[config.mk]
export PLATFORM = sky130hd
export DESIGN_NAME = inst_fetch_ctrl
export DESIGN_NICKNAME = d
export VERILOG_FILES = /design/src/rtl/inst_fetch_ctrl_pkg.sv /design/src/rtl/inst_fetch_ctrl_branch_resolve.sv /design/src/rtl/inst_fetch_ctrl.sv
export SDC_FILE = /design/constraint.sdc
export NUM_CORES = 1
export LEC_CHECK = 0
export CAP_MARGIN = 20
export CORE_UTILIZATION = 43
export DETAILED_ROUTE_END_ITERATION = 6
export GPL_TIMING_DRIVEN = 0
export PLACE_DENSITY = 0.85
export RECOVER_POWER = 25
export SYNTH_ARGS = -nofsm -noshare
export SYNTH_HDL_FRONTEND = slang
export SYNTH_SLANG_ARGS = --single-unit
[constraint.sdc]
create_clock -name clk -period 5.5 [get_ports clk]
set_input_delay 1.375 -clock clk [delete_from_list [all_inputs] [get_ports clk]]
set_output_delay 1.375 -clock clk [all_outputs]
set_load 0.02 [all_outputs]
[src/rtl/inst_fetch_ctrl_pkg.sv]
// Shared definitions for the instruction fetch / next-PC controller:
// next-PC select encodings, opcode constants, FSM state encodings.
package inst_fetch_ctrl_pkg;

    typedef enum logic [1:0] {
        SEL_NEXT = 2'd0,
        SEL_REL  = 2'd1,
        SEL_ABS  = 2'd2,
        SEL_HALT = 2'd3
    } sel_t;

    localparam logic [5:0] OP_BEQ          = 6'b000100;
    localparam logic [5:0] OP_BNE          = 6'b000101;
    localparam logic [5:0] OP_J            = 6'b000010;
    localparam logic [5:0] OP_HALT_DEFAULT = 6'b111111;

    typedef enum logic [2:0] {
        S_FETCH  = 3'd0,
        S_WAIT   = 3'd1,
        S_EXEC   = 3'd2,
        S_UPDATE = 3'd3,
        S_HALT   = 3'd4
    } state_t;

    // Instruction words are 4-byte aligned; any low address bit set is an error.
    function automatic logic pc_misaligned(input logic [31:0] addr);
        return addr[1:0] != 2'b00;
    endfunction

endpackage

[src/rtl/inst_fetch_ctrl_branch_resolve.sv]
// Combinational control-flow resolution: opcode plus ALU zero flag -> next-PC select.
module inst_fetch_ctrl_branch_resolve
    import inst_fetch_ctrl_pkg::*;
#(
    parameter logic [5:0] HALT_OP = OP_HALT_DEFAULT
) (
    input  logic [5:0] opcode,
    input  logic       zero,
    output sel_t       sel
);

    // Halt opcode is checked first so a parameterised HALT_OP can never alias a branch.
    always_comb begin
        sel = SEL_NEXT;
        if (opcode == HALT_OP) begin
            sel = SEL_HALT;
        end else begin
            case (opcode)
                OP_BEQ:  sel = zero ? SEL_REL : SEL_NEXT;
                OP_BNE:  sel = zero ? SEL_NEXT : SEL_REL;
                OP_J:    sel = SEL_ABS;
                default: sel = SEL_NEXT;
            endcase
        end
    end

endmodule

[src/rtl/inst_fetch_ctrl.sv]
// Multi-cycle fetch / next-PC controller: fetches the word at pc over a
// req/ack handshake, hands it to the datapath, waits for execute completion,
// then strobes the PC register with the resolved next-PC select.
module inst_fetch_ctrl
    import inst_fetch_ctrl_pkg::*;
#(
    parameter int         TIMEOUT = 16,
    parameter logic [5:0] HALT_OP = OP_HALT_DEFAULT
) (
    input  logic        clk,
    input  logic        RST,
    input  logic [31:0] pc,
    output logic [31:0] imem_addr,
    output logic        imem_req,
    input  logic        imem_ack,
    input  logic [31:0] imem_rdata,
    output logic [31:0] inst,
    output logic        inst_valid,
    input  logic        exec_done,
    input  logic        zero,
    output logic [1:0]  sel,
    output logic [15:0] immd16,
    output logic [25:0] immd26,
    output logic        pc_update,
    output logic        halted,
    output logic        fetch_err
);

    localparam int                  TIMER_W    = $clog2(TIMEOUT + 1);
    localparam logic [TIMER_W-1:0]  TIMER_LAST = TIMER_W'(TIMEOUT - 1);

    state_t             state;
    state_t             next_state;
    logic [TIMER_W-1:0] timer;
    logic [31:0]        addr_q;
    logic [31:0]        inst_q;
    logic               inst_valid_q;
    sel_t               sel_q;
    sel_t               resolved_sel;
    logic               halted_q;
    logic               fetch_err_q;

    logic               issue;
    logic               accept;
    logic               timeout;
    logic               misalign;
    logic               resolve;

    inst_fetch_ctrl_branch_resolve #(
        .HALT_OP (HALT_OP)
    ) u_branch_resolve (
        .opcode (inst_q[31:26]),
        .zero   (zero),
        .sel    (resolved_sel)
    );

    // State register; reset returns to fetch regardless of any transaction in flight.
    always_ff @(posedge clk or negedge RST) begin
        if (!RST) begin
            state <= S_FETCH;
        end else begin
            state <= next_state;
        end
    end

    // Next-state logic plus one-cycle event flags consumed by the datapath registers.
    always_comb begin
        next_state = state;
        issue      = 1'b0;
        accept     = 1'b0;
        timeout    = 1'b0;
        misalign   = 1'b0;
        resolve    = 1'b0;
        case (state)
            S_FETCH: begin
                if (pc_misaligned(pc)) begin
                    misalign   = 1'b1;
                    next_state = S_HALT;
                end else begin
                    issue      = 1'b1;
                    next_state = S_WAIT;
                end
            end
            S_WAIT: begin
                if (imem_ack) begin
                    accept     = 1'b1;
                    next_state = S_EXEC;
                end else if (timer == TIMER_LAST) begin
                    timeout    = 1'b1;
                    next_state = S_HALT;
                end
            end
            S_EXEC: begin
                if (exec_done) begin
                    resolve    = 1'b1;
                    next_state = S_UPDATE;
                end
            end
            S_UPDATE: begin
                next_state = (sel_q == SEL_HALT) ? S_HALT : S_FETCH;
            end
            S_HALT: begin
                next_state = S_HALT;
            end
            default: begin
                next_state = S_FETCH;
            end
        endcase
    end

    // Address, instruction, timer, select and sticky status registers.
    always_ff @(posedge clk or negedge RST) begin
        if (!RST) begin
            addr_q       <= '0;
            inst_q       <= '0;
            inst_valid_q <= 1'b0;
            timer        <= '0;
            sel_q        <= SEL_NEXT;
            halted_q     <= 1'b0;
            fetch_err_q  <= 1'b0;
        end else begin
            inst_valid_q <= accept;
            if (issue) begin
                addr_q <= pc;
                timer  <= '0;
            end else if (state == S_WAIT && !accept && !timeout) begin
                timer <= timer + TIMER_W'(1);
            end
            if (accept) begin
                inst_q <= imem_rdata;
            end
            if (resolve) begin
                sel_q <= resolved_sel;
            end
            if (misalign || timeout) begin
                fetch_err_q <= 1'b1;
                halted_q    <= 1'b1;
                sel_q       <= SEL_NEXT;
            end
            if (state == S_UPDATE && sel_q == SEL_HALT) begin
                halted_q <= 1'b1;
            end
        end
    end

    // Request and PC strobe are decoded from state so reset drops them without a clock.
    assign imem_req   = (state == S_WAIT);
    assign pc_update  = (state == S_UPDATE);
    assign imem_addr  = addr_q;
    assign inst       = inst_q;
    assign inst_valid = inst_valid_q;
    assign sel        = sel_q;
    assign immd16     = inst_q[15:0];
    assign immd26     = inst_q[25:0];
    assign halted     = halted_q;
    assign fetch_err  = fetch_err_q;

endmodule

==> results.ini <==
[outcome]
outcome=finished clean

[timing]
fin_crit_ns=3.346
fin_crit_sh_pct=60.84
rsz0062_at_grt=no
hold_viol=0
setup_viol=0
maxSlewViolCount=0
fin_hold_ws_ns=0.4878
worst_pin_slew_ns=1.018
setup_tns_ns=0
fin_skew_ns=0.007413
clock.fmax_ghz=0.2988
maxSlewHeadroom_pct=32.16

[layout]
final_common_cell=clkdlybuf4s50_1
antenna_cells=0
final_util_pct=72.72
drive_gt1_share_pct=31.32
final_nets=513
areaGrowthSynthToFinish_pct=63.13
layout_common_cells=clkdlybuf4s50_1 (180), dfrtp_1 (77), mux2_2 (62), buf_4 (43), clkbuf_8 (9)

[logic_synthesis]
syn_area_um2=3445
syn-instance-count=249
yosys.area_share.simple_pct=6.611
synth_fa_ha_area_share_pct=0.7265
synth_cell_types=37
muxShareOfSynthArea_pct=20.60
ys_seq_area_share_pct=55.94
avgSynthCellArea_um2=13.83
syn-num-nets=320
synth_compound_area_share_pct=3.305
synth-main-ff-cell=dfrtp_1
synth_xor_area_share_pct=0.2543
yosysWarnings=0
ys_async_sr_fraction_pct=100.0
ys_ff_latch=77
synth_edf_count=0
synth_top_family_by_area=multiplexers

[clocking]
cts_sinks=77
clk_path_buf_depth=2
cts_setup_buffers=0
hold_buffers=0
h-tree-depth=3
clk_pin_slew_worst_paths_ns=0.08
cts_resized=0
clk_latency_ns=0.34
cts-root-buf=clkbuf_8
cts_tree=yes
numCtsBuffers=9

[routing]
num_vias=2599
drt_iter0_markers=50
drt.antenna.violating_nets=0
dr.pass1.iters=4
via_per_inst=4.734
drc=0
finalWirelength_um=8257
avgRoutedWirePerCell_um=15.04

[floorplanning]
rows=32
dieArea_um2=8372
fp.coreArea_um2=7727
io_pins=182
start_util_pct=44.58
die_w_um=91.50
die_y_um=91.50

[place]
place.gp.congestion=0.7919
io_buffers=181
hpwl_um=6284

[setup_path]
endpoint_kind=output pin
crit_arrival_ns=1.97
slowest_delay_ns=0.61
r2r-start=timer[0]
critPathRequiredTime_ns=4.12
cp_num_buf_inv=3
cp_cell_sequence=buf_2 > or3b_4 > inv_1 > clkdlybuf4s50_1
cp_max_fo=9
critPathKind=register to output pin
cpMaxStageDelayCell=clkdlybuf4s50_1
startpoint=state[1]
critPathTopFamily=buffers and inverters
startpoint_type=register

[grt]
grt_max_degree=63
antenna_found_initial=0
grt_pass1_wl_um=13300
grt_pass1_vias=2574
globalRoute.totalOverflow=0
groute.usage.overall_pct=20.74

[power]
peakVddDrop_v=0.0003332
totalPowerFinal_uw=3216
power_leakage_uw=0.002426
power_density_nw_per_um2=572.3

[hold_path]
hold_class=register to register
min_from=fetch_err

[job]
maxCapViolations=0

[cells by family after synthesis]
logic type / after synthesis
buffers and inverters: 56
adders and majority gates: 2
and+or+nand+nor: 33
xor gates and xnor gates: 1
muxes: 63
AOI/OAI and AO/OA: 17
DFF: 77
[cell usage after synthesis, types with 2 or more instances]
| cell type | n | area share (%) |
|---|---|---|
| or2_2 | 2 | 0.36 |
| or4_4 | 2 | 0.65 |
| and3_1 | 2 | 0.36 |
| mux2_2 | 62 | 20 |
| nor3_1 | 2 | 0.29 |
| o31ai_1 | 2 | 0.44 |
| nor2b_1 | 2 | 0.36 |
| a311oi_1 | 2 | 0.51 |
| a21oi_1 | 5 | 0.73 |
| or3_1 | 3 | 0.54 |
| dfrtp_1 | 77 | 56 |
| o21ai_0 | 3 | 0.44 |
| nand3_1 | 4 | 0.58 |
| buf_6 | 8 | 2.6 |
| ha_1 | 2 | 0.73 |
| inv_1 | 3 | 0.33 |
| buf_4 | 43 | 9.4 |
| nor2_1 | 6 | 0.65 |
[cell type report]
class	instances	area [um^2]
multi-input combinational	116	1085
buffer	53	421.7
clock inverter	7	90.09
timing repair buffer	182	1833
fill	542	2108
tap	102	127.6
inverter	3	11.26
clock buffer	9	123.9
sequential	77	1927
[worst paths after layout]
path	slack [ns]	cells past startpoint	to
max	2.15	4	imem_req
min	0.49	1	fetch_err
max reg2reg	3.26	7	timer[3]
min reg2reg	0.49	1	fetch_err
min in group asynchronous	1.18	1	inst_valid
max in group asynchronous	3.49	2	timer[4]
[sequential cells by signal (all words and copies together), names as in the netlist]
register / count
state: 3
fetch_err: 1
imem_addr: 32
inst: 32
sel: 2
timer: 5
inst_valid: 1
halted: 1
[per-layer routing]
layer | vias up | track usage [%] | wire, um | part of all wire, %
met5 | - | 0 | 0 | 0
met4 | 0 | 6.349 | 121 | 1.5
met3 | 13 | 6.616 | 651 | 7.9
met2 | 125 | 35.28 | 4147 | 50
met1 | 1250 | 25.00 | 3337 | 40
li1 | 1211 | - | - | -
[power by group]
| group | switching, uW | leakage (uW) | internal (uW) |
|---|---|---|---|
| logic | 767 | 0.00136 | 1010 |
| clock network | 207 | 0.000105 | 253 |
| registers | 177 | 0.000960 | 801 |
| total | 1150 | 0.00243 | 2060 |
[metrics by stage]
stage	area [um^2]	setup WS, ns	instances
5_1_grt	5619	2.085	549
4_1_cts	5623	2.127	549
6_report	5619	2.154	549
2_1_floorplan	3445	2.836	249
3_3_place_gp	5384	0.3471	532
3_5_place_dp	5409	2.269	533
Note: power is estimated with default switching activity, not from simulation.
